`src/rtl/ir_frame_decoder.sv`:
```
// Serial remote-control frame decoder: start detection, address/key/inverted-key
// capture, integrity and address check, held ready strobe and repeat detection.
module ir_frame_decoder #(
    parameter int              KEY_W         = 8,
    parameter int              ADDR_W        = 16,
    parameter bit              CHECK_ADDR    = 1'b1,
    parameter logic [ADDR_W-1:0] EXPECTED_ADDR = ADDR_W'(16'h00FF),
    parameter int              HOLD_CYCLES   = 3,
    parameter int              START_MAX     = 16
) (
    input  logic              clk,
    input  logic              reset,
    input  logic              serial,
    output logic              ready,
    output logic [KEY_W-1:0]  remote_key,
    output logic [ADDR_W-1:0] remote_addr,
    output logic              key_repeat,
    output logic              frame_err
);

    localparam int MAX_AK  = (ADDR_W > KEY_W) ? ADDR_W : KEY_W;
    localparam int MAX_HS  = (HOLD_CYCLES > START_MAX) ? HOLD_CYCLES : START_MAX;
    localparam int CNT_MAX = (MAX_AK > MAX_HS) ? MAX_AK : MAX_HS;
    localparam int CNT_W   = $clog2(CNT_MAX + 1);

    typedef enum logic [2:0] {
        IDLE  = 3'd0,
        START = 3'd1,
        ADDR  = 3'd2,
        KEY   = 3'd3,
        INV   = 3'd4,
        CHECK = 3'd5,
        VALID = 3'd6
    } state_t;

    state_t             state_r;
    logic [CNT_W-1:0]   cnt_r;
    logic [ADDR_W-1:0]  addr_sh_r;
    logic [KEY_W-1:0]   key_sh_r;
    logic [KEY_W-1:0]   inv_sh_r;
    logic [ADDR_W-1:0]  last_addr_r;
    logic [KEY_W-1:0]   last_key_r;
    logic               last_valid_r;
    logic               frame_ok_s;
    logic               same_as_last_s;

    // Integrity: key and inverted key must be exact complements; address optionally filtered.
    function automatic logic frame_ok(input logic [KEY_W-1:0]  key,
                                      input logic [KEY_W-1:0]  inv,
                                      input logic [ADDR_W-1:0] addr);
        return (&(key ^ inv)) && (!CHECK_ADDR || (addr == EXPECTED_ADDR));
    endfunction

    assign frame_ok_s     = frame_ok(key_sh_r, inv_sh_r, addr_sh_r);
    assign same_as_last_s = last_valid_r && (key_sh_r == last_key_r) && (addr_sh_r == last_addr_r);

    // Frame state machine with all outputs registered.
    always_ff @(posedge clk or negedge reset) begin
        if (!reset) begin
            state_r      <= IDLE;
            cnt_r        <= '0;
            addr_sh_r    <= '0;
            key_sh_r     <= '0;
            inv_sh_r     <= '0;
            last_addr_r  <= '0;
            last_key_r   <= '0;
            last_valid_r <= 1'b0;
            ready        <= 1'b0;
            remote_key   <= '1;
            remote_addr  <= '0;
            key_repeat   <= 1'b0;
            frame_err    <= 1'b0;
        end else begin
            frame_err <= 1'b0;
            case (state_r)
                IDLE: begin
                    cnt_r <= '0;
                    if (!serial) begin
                        state_r <= START;
                    end
                end
                START: begin
                    // A start pulse that stays low too long is dropped without an error.
                    if (serial) begin
                        cnt_r   <= '0;
                        state_r <= ADDR;
                    end else if (cnt_r == CNT_W'(START_MAX - 1)) begin
                        cnt_r   <= '0;
                        state_r <= IDLE;
                    end else begin
                        cnt_r <= cnt_r + CNT_W'(1);
                    end
                end
                ADDR: begin
                    addr_sh_r <= ADDR_W'({addr_sh_r, serial});
                    if (cnt_r == CNT_W'(ADDR_W - 1)) begin
                        cnt_r   <= '0;
                        state_r <= KEY;
                    end else begin
                        cnt_r <= cnt_r + CNT_W'(1);
                    end
                end
                KEY: begin
                    key_sh_r <= KEY_W'({key_sh_r, serial});
                    if (cnt_r == CNT_W'(KEY_W - 1)) begin
                        cnt_r   <= '0;
                        state_r <= INV;
                    end else begin
                        cnt_r <= cnt_r + CNT_W'(1);
                    end
                end
                INV: begin
                    inv_sh_r <= KEY_W'({inv_sh_r, serial});
                    if (cnt_r == CNT_W'(KEY_W - 1)) begin
                        cnt_r   <= '0;
                        state_r <= CHECK;
                    end else begin
                        cnt_r <= cnt_r + CNT_W'(1);
                    end
                end
                CHECK: begin
                    cnt_r <= '0;
                    if (frame_ok_s) begin
                        ready        <= 1'b1;
                        remote_key   <= key_sh_r;
                        remote_addr  <= addr_sh_r;
                        key_repeat   <= same_as_last_s;
                        last_key_r   <= key_sh_r;
                        last_addr_r  <= addr_sh_r;
                        last_valid_r <= 1'b1;
                        state_r      <= VALID;
                    end else begin
                        frame_err <= 1'b1;
                        state_r   <= IDLE;
                    end
                end
                VALID: begin
                    // serial is deliberately ignored while the key is presented.
                    if (cnt_r == CNT_W'(HOLD_CYCLES - 1)) begin
                        cnt_r      <= '0;
                        ready      <= 1'b0;
                        remote_key <= '1;
                        key_repeat <= 1'b0;
                        state_r    <= IDLE;
                    end else begin
                        cnt_r <= cnt_r + CNT_W'(1);
                    end
                end
                default: begin
                    cnt_r   <= '0;
                    state_r <= IDLE;
                end
            endcase
        end
    end

endmodule

```
`config.mk`:
```
export PLATFORM = sky130hd
export DESIGN_NAME = ir_frame_decoder
export DESIGN_NICKNAME = d
export VERILOG_FILES = /design/src/rtl/ir_frame_decoder.sv
export SDC_FILE = /design/constraint.sdc
export NUM_CORES = 1
export LEC_CHECK = 0
export CORE_ASPECT_RATIO = 0.75
export CORE_MARGIN = 1.5
export CORE_UTILIZATION = 55
export CTS_CLUSTER_DIAMETER = 60
export CTS_CLUSTER_SIZE = 24
export DETAILED_ROUTE_END_ITERATION = 8
export GPL_ROUTABILITY_DRIVEN = 0
export PLACE_DENSITY = 0.77
export RECOVER_POWER = 100
export SKIP_CTS_REPAIR_TIMING = 1
export SYNTH_ARGS = -nofsm -noshare
export SYNTH_HDL_FRONTEND = slang
export SYNTH_SLANG_ARGS = --single-unit
export TNS_END_PERCENT = 1
```
`constraint.sdc`:
```
create_clock -name clk -period 4.1 [get_ports clk]
set_input_delay 1.025 -clock clk [delete_from_list [all_inputs] [get_ports clk]]
set_output_delay 1.025 -clock clk [all_outputs]
set_load 0.01 [all_outputs]
```
Word level (Yosys, flattened, before mapping) --
Index checks and enable logic that the tools add are counted.
Storage, ports and cells: register bits after elaboration 76, output and inout port bits 27, logic and storage cells 67
Operators by class: add/subtract/negate cells 1, eq/ne operators 19, multiplexer cells 24, bitwise operators 1, reduce and logical (&&, ||, !) cells 10
Operators by type and width (count):
- 2-to-1 mux 3 bit | 8
- case mux 3 bit (7 select lines) | 1
- 2-to-1 mux 5 bit | 4
- case mux 5 bit (4 select lines) | 1
- equality test 16 bit | 1
- equality test 16 x 8 -> 1 bit, second input constant | 1
- 2-to-1 mux 8 bit | 2
- case mux 8 bit (2 select lines) | 1
- != test 2 bit, second input constant | 6
- equality test 3 bit, second input constant | 3
- equality test 8 bit | 1
- AND reduction 8 bit | 1
- bitwise XOR 8 bit | 1
- equality test 3 x 2 -> 1 bit, second input constant | 2
- AND reduction 6 bit | 1
- adder 5 x 1 -> 5 bit, second input constant | 1
- equality test 5 x 2 -> 1 bit, second input constant | 1
- equality test 5 x 3 -> 1 bit, second input constant | 1
- equality test 5 x 4 -> 1 bit, second input constant | 1
- 2-to-1 mux 1 bit | 5
- case mux 1 bit (2 select lines) | 2
- equality test 3 x 1 -> 1 bit, second input constant | 1
- logical AND 1 bit | 3
- zero test 3 bit | 1
- 5 further kinds | 5

Logic depth before layout (Yosys ltp) --
Gate-level depths: netlist (run 1).
word-level depth 5, mapped depth 9, mapped depth without buffers 9

Worst setup path before layout (run 1) --
OpenSTA, ideal clock, no wires.
kind input -> register, start input port serial, end register state_r[1], arrival time 2.136 ns, data required time 3.977 ns, path slack 1.841 ns, stages on the path 5, path buffers 0, path through or3b_2 > a21oi_1 > a221oi_1 > o21a_1 > o221a_2
Between the ends: cells in the longest elaborated chain, start to end 2, elaborated cells between the ends (all ways) 5, those cells by class eq/ne (2); mux (2); reduce/logical (1)
Ends and longest elaborated chain:
- start: declaration | line 13 | input logic serial,
- != test 3 bit (no source line), or another cell as far along
- AND reduction 6 bit (no source line) or case mux 3 bit (7 select lines) (tied branches)
- end signal: assignment | line 60 | state_r <= IDLE;
- end signal: assignment | line 79 | state_r <= START;
- end signal: assignment | line 86 | state_r <= ADDR;
- end: declaration | line 36 | state_t state_r;
Parallel ways exist; a longest one is shown, timed or not. A chain may end at the register's enable or synchronous reset.

Worst setup path in the final report (run 1) --
start register addr_sh_r[8], end register last_key_r[2]
Between the ends: cells in the longest elaborated chain, start to end 3
Ends and longest elaborated chain:
- start: declaration | line 38 | logic [ADDR_W-1:0] addr_sh_r;
- start signal: assignment | line 95 | addr_sh_r <= ADDR_W'({addr_sh_r, serial});
- equality test 16 x 8 -> 1 bit | line 51 | return (&(key ^ inv)) && (!CHECK_ADDR || (addr == EXPECTED_ADDR));
- logical AND 1 bit | line 51
- AND reduction 2 bit (no source line)
- end signal: assignment | line 128 | last_key_r <= key_sh_r;
- end: declaration | line 42 | logic [KEY_W-1:0] last_key_r;
Every way passes these cells.

==> flow_metrics.env, run 1 <==
export IMPL_pwr_share_seq=0.500
export IMPL_combPwrFrac=0.260
export IMPL_total_power_mw=2.206
export IMPL_slowest_stage="clkbuf_2"
export IMPL_synth_mux_area_fraction=0.1123
export IMPL_nets=322
export IMPL_crit_cells=6
export IMPL_insertion_delay_ps=360
export IMPL_pre_cts_ws_ps=1197
export IMPL_p_sw_uw=751.9
export IMPL_core_area_mm2=0.005886
export IMPL_cp_top_family="simple AND/OR/NAND/NOR gates"
export IMPL_fp_dieArea_mm2=0.006645
export IMPL_startpoint_type="register"
export IMPL_worst_setup_path_end_kind="register"
export IMPL_start_util=0.5757
export IMPL_finalSetupViolations=0
export IMPL_max_slew_margin=-0.4126
export IMPL_tightest_slew_ps=2103
export IMPL_drt_pass1_iter_count=4
export IMPL_syn_area_mm2=0.003388
export IMPL_drv_cap=2
export IMPL_setup_tns_final_ps=0
export IMPL_status="finished, violations left"
export IMPL_wl_per_cell_um=15.58
export IMPL_synth_compound_area_frac=0.05428
export IMPL_syn_nets=291
export IMPL_antenna_found_initial=0
export IMPL_hold_viol_final=0
export IMPL_min_period_ps=3048
export IMPL_worstPathArrival_ps=3320
export IMPL_cts_buffers=9
export IMPL_synthAdderAreaFrac=0.01477
export IMPL_fp_dieW_um=93.63
export IMPL_synth_flop_cell="dfrtp_1"
export IMPL_synth_seq_cells=76
export IMPL_r2r_slack_ps=1050
export IMPL_worstPathMaxFanout=44
export IMPL_peakVddDrop_uv=292.6
export IMPL_cts_sinks=76
export IMPL_cp_endpoint="last_key_r[2]"
export IMPL_p_per_area_mw_per_mm2=569.6
export IMPL_cellInternalPower_mw=1.454
export IMPL_netSwitchingFraction=0.3409
export IMPL_ios=30
export IMPL_finalCritPeriodShare=0.7435
export IMPL_synth_top_family_by_area="simple AND/OR/NAND/NOR gates"
export IMPL_utilization=0.6580
export IMPL_synth_area_per_cell_um2=11.93
export IMPL_cp_slowest_stage_delay_ps=650
export IMPL_fillers=465
export IMPL_drt_iter0_drc=113
export IMPL_yosys_warnings=0
export IMPL_worst_r2r_cell_count=6
export IMPL_synthArstFlopShare=1.000
export IMPL_violations="max-capacitance violations, max-slew violations"
export IMPL_row_count=24
export IMPL_n_antenna_cell=0
export IMPL_dp_hpwl_mm=4.355
export IMPL_fmax_mhz=328.0
export IMPL_maxSlewViolCount=94
export IMPL_areaGrowthSynthToFinish_pct=14.29
export IMPL_syn_inst=284
export IMPL_cts_tree="yes"
export IMPL_grt_max_degree=77
export IMPL_crit_chain="or4_1 -> or4_1 -> nor4_1 -> clkbuf_2 -> nand2_1 -> o21ai_0"
export IMPL_drcViolationCount=0
export IMPL_regToRegEndpoint="last_key_r[2]"
export IMPL_crit_path_start="addr_sh_r[8]"
export IMPL_p_leak_nw=1.829
export IMPL_finalClockSkew_ps=16.91
export IMPL_cts_max_level=3
export IMPL_final_layout_size_suffix_gt1_frac=0.1969
export IMPL_cp_buffers_inverters=1
export IMPL_seq_area_frac_synth=0.5643
export IMPL_critPathKind="reg -> reg"
export IMPL_cts_root_buffer="clkbuf_8"
export IMPL_grt_pass1_wl_mm=10.51
export IMPL_ant_nets=0
export IMPL_mostFrequentLayoutCell="dfrtp_1"
export IMPL_crit_path_frequent_cell="or4_1"
export IMPL_cp_required_ps=4370
export IMPL_synth_edf_count=0
export IMPL_final_cell_mix="dfrtp_1 (68), mux2_2 (32), dlygate4sd3_1 (28)"
export IMPL_final_cells=398
export IMPL_grt_remaining_overflow=0
export IMPL_synth_distinct_cells=41
export IMPL_grt_pass1_vias=2026
export IMPL_num_vias=2129
export IMPL_clk_pin_slew_ps=90
export IMPL_rsz0062_at_grt="no"
export IMPL_yosys_area_share_simple=0.1307
export IMPL_clockBufferDepth=2
export IMPL_holdCritPathClass="reg -> reg"
export IMPL_synth_xor_area_share=0.08789
export IMPL_grt_use_total=0.2133
export IMPL_p_clk_frac=0.239
export IMPL_r2r_start="addr_sh_r[8]"
export IMPL_viasPerCell=5.349
export IMPL_dp_cells=382
export IMPL_portBuffers=29
export IMPL_fp_dieH_um=70.98
export IMPL_drt_wl_total_mm=6.200
export IMPL_worst_slack_ps=1052
final cells by class:
class,count,area [um^2],share of cell area
Sequential cell,76,1912,0.4937
Tap cell,78,97.59,0.02520
Clock buffer,9,123.9,0.03199
Multi-Input combinational cell,183,1336,0.3451
Timing Repair Buffer,30,290.3,0.07496
Clock inverter,7,56.30,0.01454
Inverter,15,56.30,0.01454
stage by stage:
stage,hold slack (ps),instance area [um^2]
finish,487.3,3872
global route,509.8,3872
CTS,481.4,3901
detailed placement,451.6,3721
global placement,452.5,3721
floorplan,433.4,3388
synthesized netlist by cell type (3+ instances only):
cell	number	share of area
nor2b_1	6	0.011
buf_6	3	0.010
inv_1	15	0.017
xnor2_1	25	0.065
dfrtp_1	68	0.50
ha_1	4	0.015
nor2_1	18	0.020
xor2_1	9	0.023
nor3_1	3	0.0044
clkbuf_1	5	0.0055
nand2_1	13	0.014
mux2_2	32	0.11
and2b_1	3	0.0066
or2_1	6	0.011
nand3_1	5	0.0074
or2_2	3	0.0055
dfstp_2	8	0.062
o21ai_0	4	0.0059
nand2b_1	3	0.0055
nand4_1	9	0.017
a21oi_1	5	0.0074
o21ai_1	16	0.024
worst min-delay path by stage:
stage	from	slack, ps	end	depth (start not counted)
3_3_place_gp	last_valid_r	450	last_valid_r	1
4_1_cts	last_valid_r	480	last_valid_r	1
2_1_floorplan	last_valid_r	430	last_valid_r	1
6_report	last_valid_r	490	last_valid_r	1
5_1_grt	last_valid_r	510	last_valid_r	1
3_5_place_dp	last_valid_r	450	last_valid_r	1
per-layer routing:
layer  vias up  GRT usage  routed length, um
li1       1033          -                  -
met2        53     0.2850               2609
met1      1036     0.3236               3156
met5         -          0                  0
met4         0    0.05638                 60
met3         7    0.08387                374
cell families after synthesis:
group,after synthesis
AOI/OAI and AO/OA,32
xor gates and xnor gates,34
adders and majority gates,4
buffers and inverters,25
DFF,76
muxes,34
and+or+nand+nor,79
flip-flops by register name, indices dropped and copies added (netlist names):
name,cells
ready,1
last_addr_r,16
state_r,3
frame_err,1
last_key_r,8
last_valid_r,1
key_repeat,1
inv_sh_r,8
cnt_r,5
addr_sh_r,16
key_sh_r,8
remote_key,8
power groups by stage:
| stage | Clock, mW | Sequential, mW | Combinational (mW) |
|---|---|---|---|
| 6_report | 0.528 | 1.10 | 0.574 |
| 5_1_grt | 0.574 | 1.13 | 0.629 |
| 4_1_cts | 0.539 | 1.10 | 0.584 |
| 3_5_place_dp | 0 | 1.12 | 0.577 |
| 3_3_place_gp | 0 | 1.11 | 0.562 |
| 2_1_floorplan | 0 | 1.03 | 0.497 |
No activity file was read; power rests on OpenSTA's default activity.
==> run 2, diff against run 1 <==
==> constraint.sdc (replaced) <==
create_clock -name clk -period 2.95 [get_ports clk]
set_input_delay 0.7375 -clock clk [delete_from_list [all_inputs] [get_ports clk]]
set_output_delay 0.7375 -clock clk [all_outputs]
set_load 0.01 [all_outputs]
==> run 2 against run 1 <==
The run still ends with max-capacitance violations, max-slew violations left. Utilization increased by 0.81 points. Non-clock buffer count increased by 3. Sequential share of layout area decreased by 0.60 points. Fmax increased by 23%. Flip-flop and latch count unchanged. Cell count increased by 0.75%. Clock skew decreased by 7.3 ps. Clock-buffer cell count increased by 2. Critical path depth decreased by 1. Combinational power increased by 41%. Total power increased by 38%. First-iteration DRC count decreased by 15%. Critical path type unchanged. Largest cell class unchanged.
==> flow_metrics.env, run 2 (synthesis results as in run 1) <==
export IMPL_fmax_mhz=404.9
export IMPL_start_util=0.5757
export IMPL_p_leak_nw=1.841
export IMPL_min_to="last_valid_r"
export IMPL_final_cells=401
export IMPL_maxSlewViolCount=77
export IMPL_row_count=24
export IMPL_r2r_slack_ps=480
export IMPL_critPathKind="reg -> reg"
export IMPL_core_area_mm2=0.005886
export IMPL_crit_path_frequent_cell="or4_1"
export IMPL_setup_tns_final_ps=0
export IMPL_ant_nets=0
export IMPL_num_vias=2161
export IMPL_total_power_mw=3.045
export IMPL_clockBufferDepth=2
export IMPL_drcViolationCount=0
export IMPL_clk_pin_slew_ps=80
export IMPL_tightest_slew_ps=1795
export IMPL_combPwrFrac=0.265
export IMPL_grt_pass1_wl_mm=10.88
export IMPL_n_antenna_cell=0
export IMPL_p_per_area_mw_per_mm2=776.9
export IMPL_cts_max_level=3
export IMPL_reg_top3="addr_sh_r (16), last_addr_r (16)"
export IMPL_viasPerCell=5.389
export IMPL_finalSetupViolations=0
export IMPL_p_clk_frac=0.231
export IMPL_cts_buffers=9
export IMPL_finalClockSkew_ps=9.580
export IMPL_final_cell_mix="dfrtp_1 (68), mux2_2 (32), dlygate4sd3_1 (28)"
export IMPL_drv_cap=1
export IMPL_violations="max-capacitance violations, max-slew violations"
export IMPL_insertion_delay_ps=350
export IMPL_drt_wl_total_mm=6.320
export IMPL_cp_top_family="simple AND/OR/NAND/NOR gates"
export IMPL_areaGrowthSynthToFinish_pct=15.69
export IMPL_cellInternalPower_mw=2.038
export IMPL_drt_pass1_iter_count=4
export IMPL_netSwitchingFraction=0.3309
export IMPL_mostFrequentLayoutCell="dfrtp_1"
export IMPL_fp_dieArea_mm2=0.006645
export IMPL_regToRegEndpoint="last_addr_r[12]"
export IMPL_slowest_stage="or4_1"
export IMPL_pwr_share_seq=0.504
export IMPL_status="finished, violations left"
export IMPL_pre_cts_ws_ps=335.6
export IMPL_worst_setup_path_end_kind="register"
export IMPL_cp_buffers_inverters=1
export IMPL_antenna_found_initial=0
export IMPL_wl_per_cell_um=15.76
export IMPL_p_sw_mw=1.008
export IMPL_startpoint_type="register"
export IMPL_peakVddDrop_uv=478.8
export IMPL_hold_viol_final=0
export IMPL_cp_slowest_stage_delay_ps=630
export IMPL_dp_hpwl_mm=4.490
export IMPL_rsz0062_at_grt="no"
export IMPL_cts_tree="yes"
export IMPL_worstPathMaxFanout=44
export IMPL_crit_chain="or4_1 -> or4_1 -> nor4_4 -> buf_12 -> and2b_1"
export IMPL_nets=325
export IMPL_grt_max_degree=77
export IMPL_max_slew_margin=-0.1968
export IMPL_dp_cells=385
export IMPL_holdCritPathClass="reg -> reg"
export IMPL_portBuffers=29
export IMPL_min_period_ps=2470
export IMPL_ios=30
export IMPL_grt_pass1_vias=2194
export IMPL_fp_dieW_um=93.63
export IMPL_hold_depth=1
export IMPL_fp_dieH_um=70.98
export IMPL_cp_required_ps=3190
export IMPL_final_layout_size_suffix_gt1_frac=0.2012
export IMPL_utilization=0.6660
export IMPL_grt_use_total=0.2208
export IMPL_worstPathArrival_ps=2710
export IMPL_worst_slack_ps=480.1
export IMPL_worst_r2r_cell_count=5
export IMPL_drt_iter0_drc=96
export IMPL_hp_start="last_valid_r"
export IMPL_grt_remaining_overflow=0
export IMPL_cts_root_buffer="clkbuf_8"
export IMPL_r2r_start="addr_sh_r[8]"
export IMPL_cts_sinks=76
export IMPL_finalCritPeriodShare=0.8373
run 2: changes by cell type in the layout (fill, tap and decap cells not counted):
cell,previous run,this run
nor4_4,0,1
clkinvlp_4,1,5
clkbuf_8,9,10
buf_12,0,1
buf_4,0,2
nor4_1,2,1
clkbuf_2,2,1
clkinv_4,1,0
clkbuf_1,0,2
inv_6,4,0
or2_1,6,5
or2_0,0,1
clkinv_2,1,0
run 2: layout make-up:
| class | count | area, um^2 |
|---|---|---|
| Clock buffer | 11 | 141.4 |
| Multi-Input combinational cell | 183 | 1351 |
| Timing Repair Buffer | 33 | 324.1 |
| Sequential cell | 76 | 1912 |
| Clock inverter | 5 | 37.54 |
| Inverter | 15 | 56.30 |
| Fill cell | 463 | 1966 |
| Tap cell | 78 | 97.59 |
run 2: worst max path at each step:
stage | from | end | slack (ps) | cells past startpoint
after CTS | addr_sh_r[8] | last_addr_r[12] | 540 | 5
after global placement | serial | state_r[1] | 380 | 6
final | addr_sh_r[8] | last_addr_r[12] | 480 | 5
after detailed placement | serial | state_r[1] | 340 | 6
after floorplan | addr_sh_r[8] | key_repeat | 740 | 6
after global routing | addr_sh_r[8] | last_key_r[5] | 350 | 6
run 2: metal layers:
layer	up-vias	wire length (um)	GRT usage
li1	1034	-	-
met4	0	117	0.07297
met3	13	272	0.08172
met1	1053	3214	0.3326
met5	-	0	0
met2	61	2716	0.2939
run 2: per-stage QoR:
| stage | hold slack, ps | instance area, um^2 |
|---|---|---|
| floorplan | 433.4 | 3388 |
| global placement | 458.3 | 3756 |
| detailed placement | 459.0 | 3756 |
| CTS | 477.8 | 3935 |
| global route | 495.1 | 3920 |
| finish | 473.7 | 3920 |
run 2: worst reg2reg max path: cells and delay by family, from the launching register on:
kind	cells	cell delay, ps
and+or+nand+nor	4	1690
DFF	1	420
buffers and inverters	1	250
run 2: power groups by stage:
stage                     logic (mW)  registers [mW]  clock network, mW
after floorplan                0.691            1.44                  0
after global placement         0.797            1.54                  0
after detailed placement       0.818            1.55                  0
after CTS                      0.823            1.53              0.730
after global routing           0.888            1.57              0.772
final                          0.807            1.53              0.704
==> run 3, diff against run 2 <==
--- a/config.mk
+++ b/config.mk
@@ -7,12 +7,12 @@
 export LEC_CHECK = 0
 export CORE_ASPECT_RATIO = 0.75
 export CORE_MARGIN = 1.5
-export CORE_UTILIZATION = 55
+export CORE_UTILIZATION = 51
 export CTS_CLUSTER_DIAMETER = 60
 export CTS_CLUSTER_SIZE = 24
 export DETAILED_ROUTE_END_ITERATION = 8
 export GPL_ROUTABILITY_DRIVEN = 0
-export PLACE_DENSITY = 0.77
+export PLACE_DENSITY = 0.75
 export RECOVER_POWER = 100
 export SKIP_CTS_REPAIR_TIMING = 1
 export SYNTH_ARGS = -nofsm -noshare
==> constraint.sdc (replaced) <==
create_clock -name clk -period 2.04 [get_ports clk]
set_input_delay 0.51 -clock clk [delete_from_list [all_inputs] [get_ports clk]]
set_output_delay 0.51 -clock clk [all_outputs]
set_load 0.01 [all_outputs]
==> run 3 against run 2 <==
The flow finishes with violations (max-capacitance violations, max-slew violations, negative setup slack). Hold slack gained 2.5 ps. Combinational power grew 92%. Utilization shrank 0.67 points. Non-clock buffer count grew 29. Critical path depth grew 1. First-iteration DRC count grew 31%. Critical endpoint is now last_key_r[2]. Largest power group unchanged. Highest routed layer unchanged.
==> flow_metrics.env, run 3 (synthesis results as in run 1) <==
export IMPL_grt_use_total=0.2076
export IMPL_clk_pin_slew_ps=90
export IMPL_cts_sinks=76
export IMPL_areaGrowthSynthToFinish_pct=23.56
export IMPL_final_cell_mix="dfrtp_1 (68), mux2_2 (32), xnor2_1 (25), buf_4 (25), dlygate4sd3_1 (19)"
export IMPL_finalCritPeriodShare=1.084
export IMPL_fp_dieW_um=97.12
export IMPL_cts_root_buffer="clkbuf_8"
export IMPL_regToRegEndpoint="last_key_r[2]"
export IMPL_peakVddDrop_uv=444.1
export IMPL_num_vias=2304
export IMPL_use_met2=0.2945
export IMPL_worst_r2r_cell_count=6
export IMPL_drt_iter0_drc=126
export IMPL_grt_busiest_layer="met1"
export IMPL_tightest_slew_ps=1505
export IMPL_hold_viol_final=0
export IMPL_met1_usage=0.3006
export IMPL_r2r_start="addr_sh_r[8]"
export IMPL_ios=30
export IMPL_core_area_mm2=0.006350
export IMPL_nets=354
export IMPL_startpoint_type="register"
export IMPL_r2r_slack_ps=-170
export IMPL_finalSetupViolations=37
export IMPL_fp_dieH_um=73.59
export IMPL_hold_depth=1
export IMPL_fin_area_mm2=0.004187
export IMPL_min_period_ps=2211
export IMPL_final_layout_size_suffix_gt1_frac=0.2557
export IMPL_cts_tree="yes"
export IMPL_portBuffers=29
export IMPL_violations="max-capacitance violations, max-slew violations, negative setup slack"
export IMPL_row_count=25
export IMPL_reg_top3="addr_sh_r (16), last_addr_r (16)"
export IMPL_dpl_cell_area_mm2=0.003990
export IMPL_ant_nets=0
export IMPL_drcViolationCount=0
export IMPL_hp_start="last_valid_r"
export IMPL_final_cells=433
export IMPL_cts_buffers=9
export IMPL_worstPathArrival_ps=2500
export IMPL_finalClockSkew_ps=11.56
export IMPL_drt_pass1_iter_count=4
export IMPL_drv_cap=1
export IMPL_start_util=0.5336
export IMPL_cts_max_level=3
export IMPL_dp_hpwl_mm=4.667
export IMPL_fp_dieArea_mm2=0.007147
export IMPL_viasPerCell=5.321
export IMPL_wl_per_cell_um=15.41
export IMPL_antenna_found_initial=0
export IMPL_rsz0062_at_grt="yes"
export IMPL_worst_setup_path_end_kind="register"
export IMPL_grt_max_degree=51
export IMPL_grt_pass1_vias=2200
export IMPL_maxSlewViolCount=27
export IMPL_fmax_mhz=452.4
export IMPL_grt_pass1_wl_mm=11.19
export IMPL_clockBufferDepth=2
export IMPL_met3_usage=0.05804
export IMPL_drt_wl_total_mm=6.672
export IMPL_holdCritPathClass="reg -> reg"
export IMPL_status="finished, violations left"
export IMPL_grt_remaining_overflow=0
export IMPL_dp_cells=417
export IMPL_p_per_area_mw_per_mm2=1178
export IMPL_mostFrequentLayoutCell="dfrtp_1"
export IMPL_n_antenna_cell=0
export IMPL_worst_slack_ps=-170.6
export IMPL_min_to="last_valid_r"
export IMPL_cp_required_ps=2330
export IMPL_critPathKind="reg -> reg"
export IMPL_insertion_delay_ps=360
export IMPL_worstPathMaxFanout=33
export IMPL_p_leak_nw=1.993
export IMPL_max_slew_margin=-0.003650
[run 3: cell types whose count changed in the layout (fill, tap and decap cells not counted), moves of 3 or more]
cell             change
o21ai_1             +16
dfstp_2              -3
buf_4               +23
clkinvlp_4           -4
dlygate4sd3_1        -9
dfstp_1              +3
clkbuf_1             +4
o21ai_0             -16
clkdlybuf4s50_1      +9
[run 3: area by class of cell]
class | instances | area (um^2)
clock buffer | 9 | 123.9
clock inverter | 7 | 98.84
fill | 486 | 2163
inverter | 15 | 56.30
multi-input combinational | 183 | 1368
sequential | 76 | 1912
tap | 81 | 101.3
timing repair buffer | 62 | 526.8
[run 3: worst max path at each step]
| stage | end | cells after the start | start | slack (ps) |
|---|---|---|---|---|
| final | last_key_r[2] | 6 | addr_sh_r[8] | -170 |
| after global placement | state_r[1] | 6 | serial | -150 |
| after floorplan | key_repeat | 6 | addr_sh_r[8] | -170 |
| after CTS | remote_key[5] | 6 | addr_sh_r[11] | -170 |
| after global routing | remote_key[5] | 6 | addr_sh_r[11] | -240 |
| after detailed placement | state_r[1] | 6 | serial | -170 |
[run 3: worst max-delay path, cell delays in order, from the launching register on]
cell and delay (ps):
dfrtp_1 380, or4_1 510, or4_4 560, nor4_4 230, buf_12 220, nand2_1 120
o21ai_1 110
[run 3: routing by layer]
| metal | up-vias | routed length [um] |
|---|---|---|
| met5 | - | 0 |
| met4 | 0 | 138 |
| met2 | 53 | 2891 |
| met3 | 16 | 286 |
| met1 | 1137 | 3355 |
| li1 | 1098 | - |
[run 3: report_power, final]
| part | leakage [nW] | switching, mW | internal (mW) | total, mW |
|---|---|---|---|---|
| logic | 0.898 | 0.666 | 0.887 | 1.55 |
| clock network | 0.110 | 0.590 | 0.694 | 1.28 |
| registers | 0.986 | 0.293 | 1.80 | 2.09 |
| total | 1.99 | 1.55 | 3.38 | 4.93 |
[run 3: stage by stage]
stage / setup slack [ps] / hold slack, ps / TNS [ps] / power (mW) / util
2_1_floorplan: -170.3 / 214.4 / -5357 / 3.079 / -
3_3_place_gp: -152.9 / 447.6 / -2352 / 3.667 / 0.6284
3_5_place_dp: -170.7 / 455.0 / -3461 / 3.707 / 0.6284
4_1_cts: -172.1 / 53.34 / -3742 / 4.998 / 0.6634
5_1_grt: -242.6 / 483.6 / -6252 / 5.221 / 0.6593
6_report: -170.6 / 476.3 / -3461 / 4.930 / 0.6593
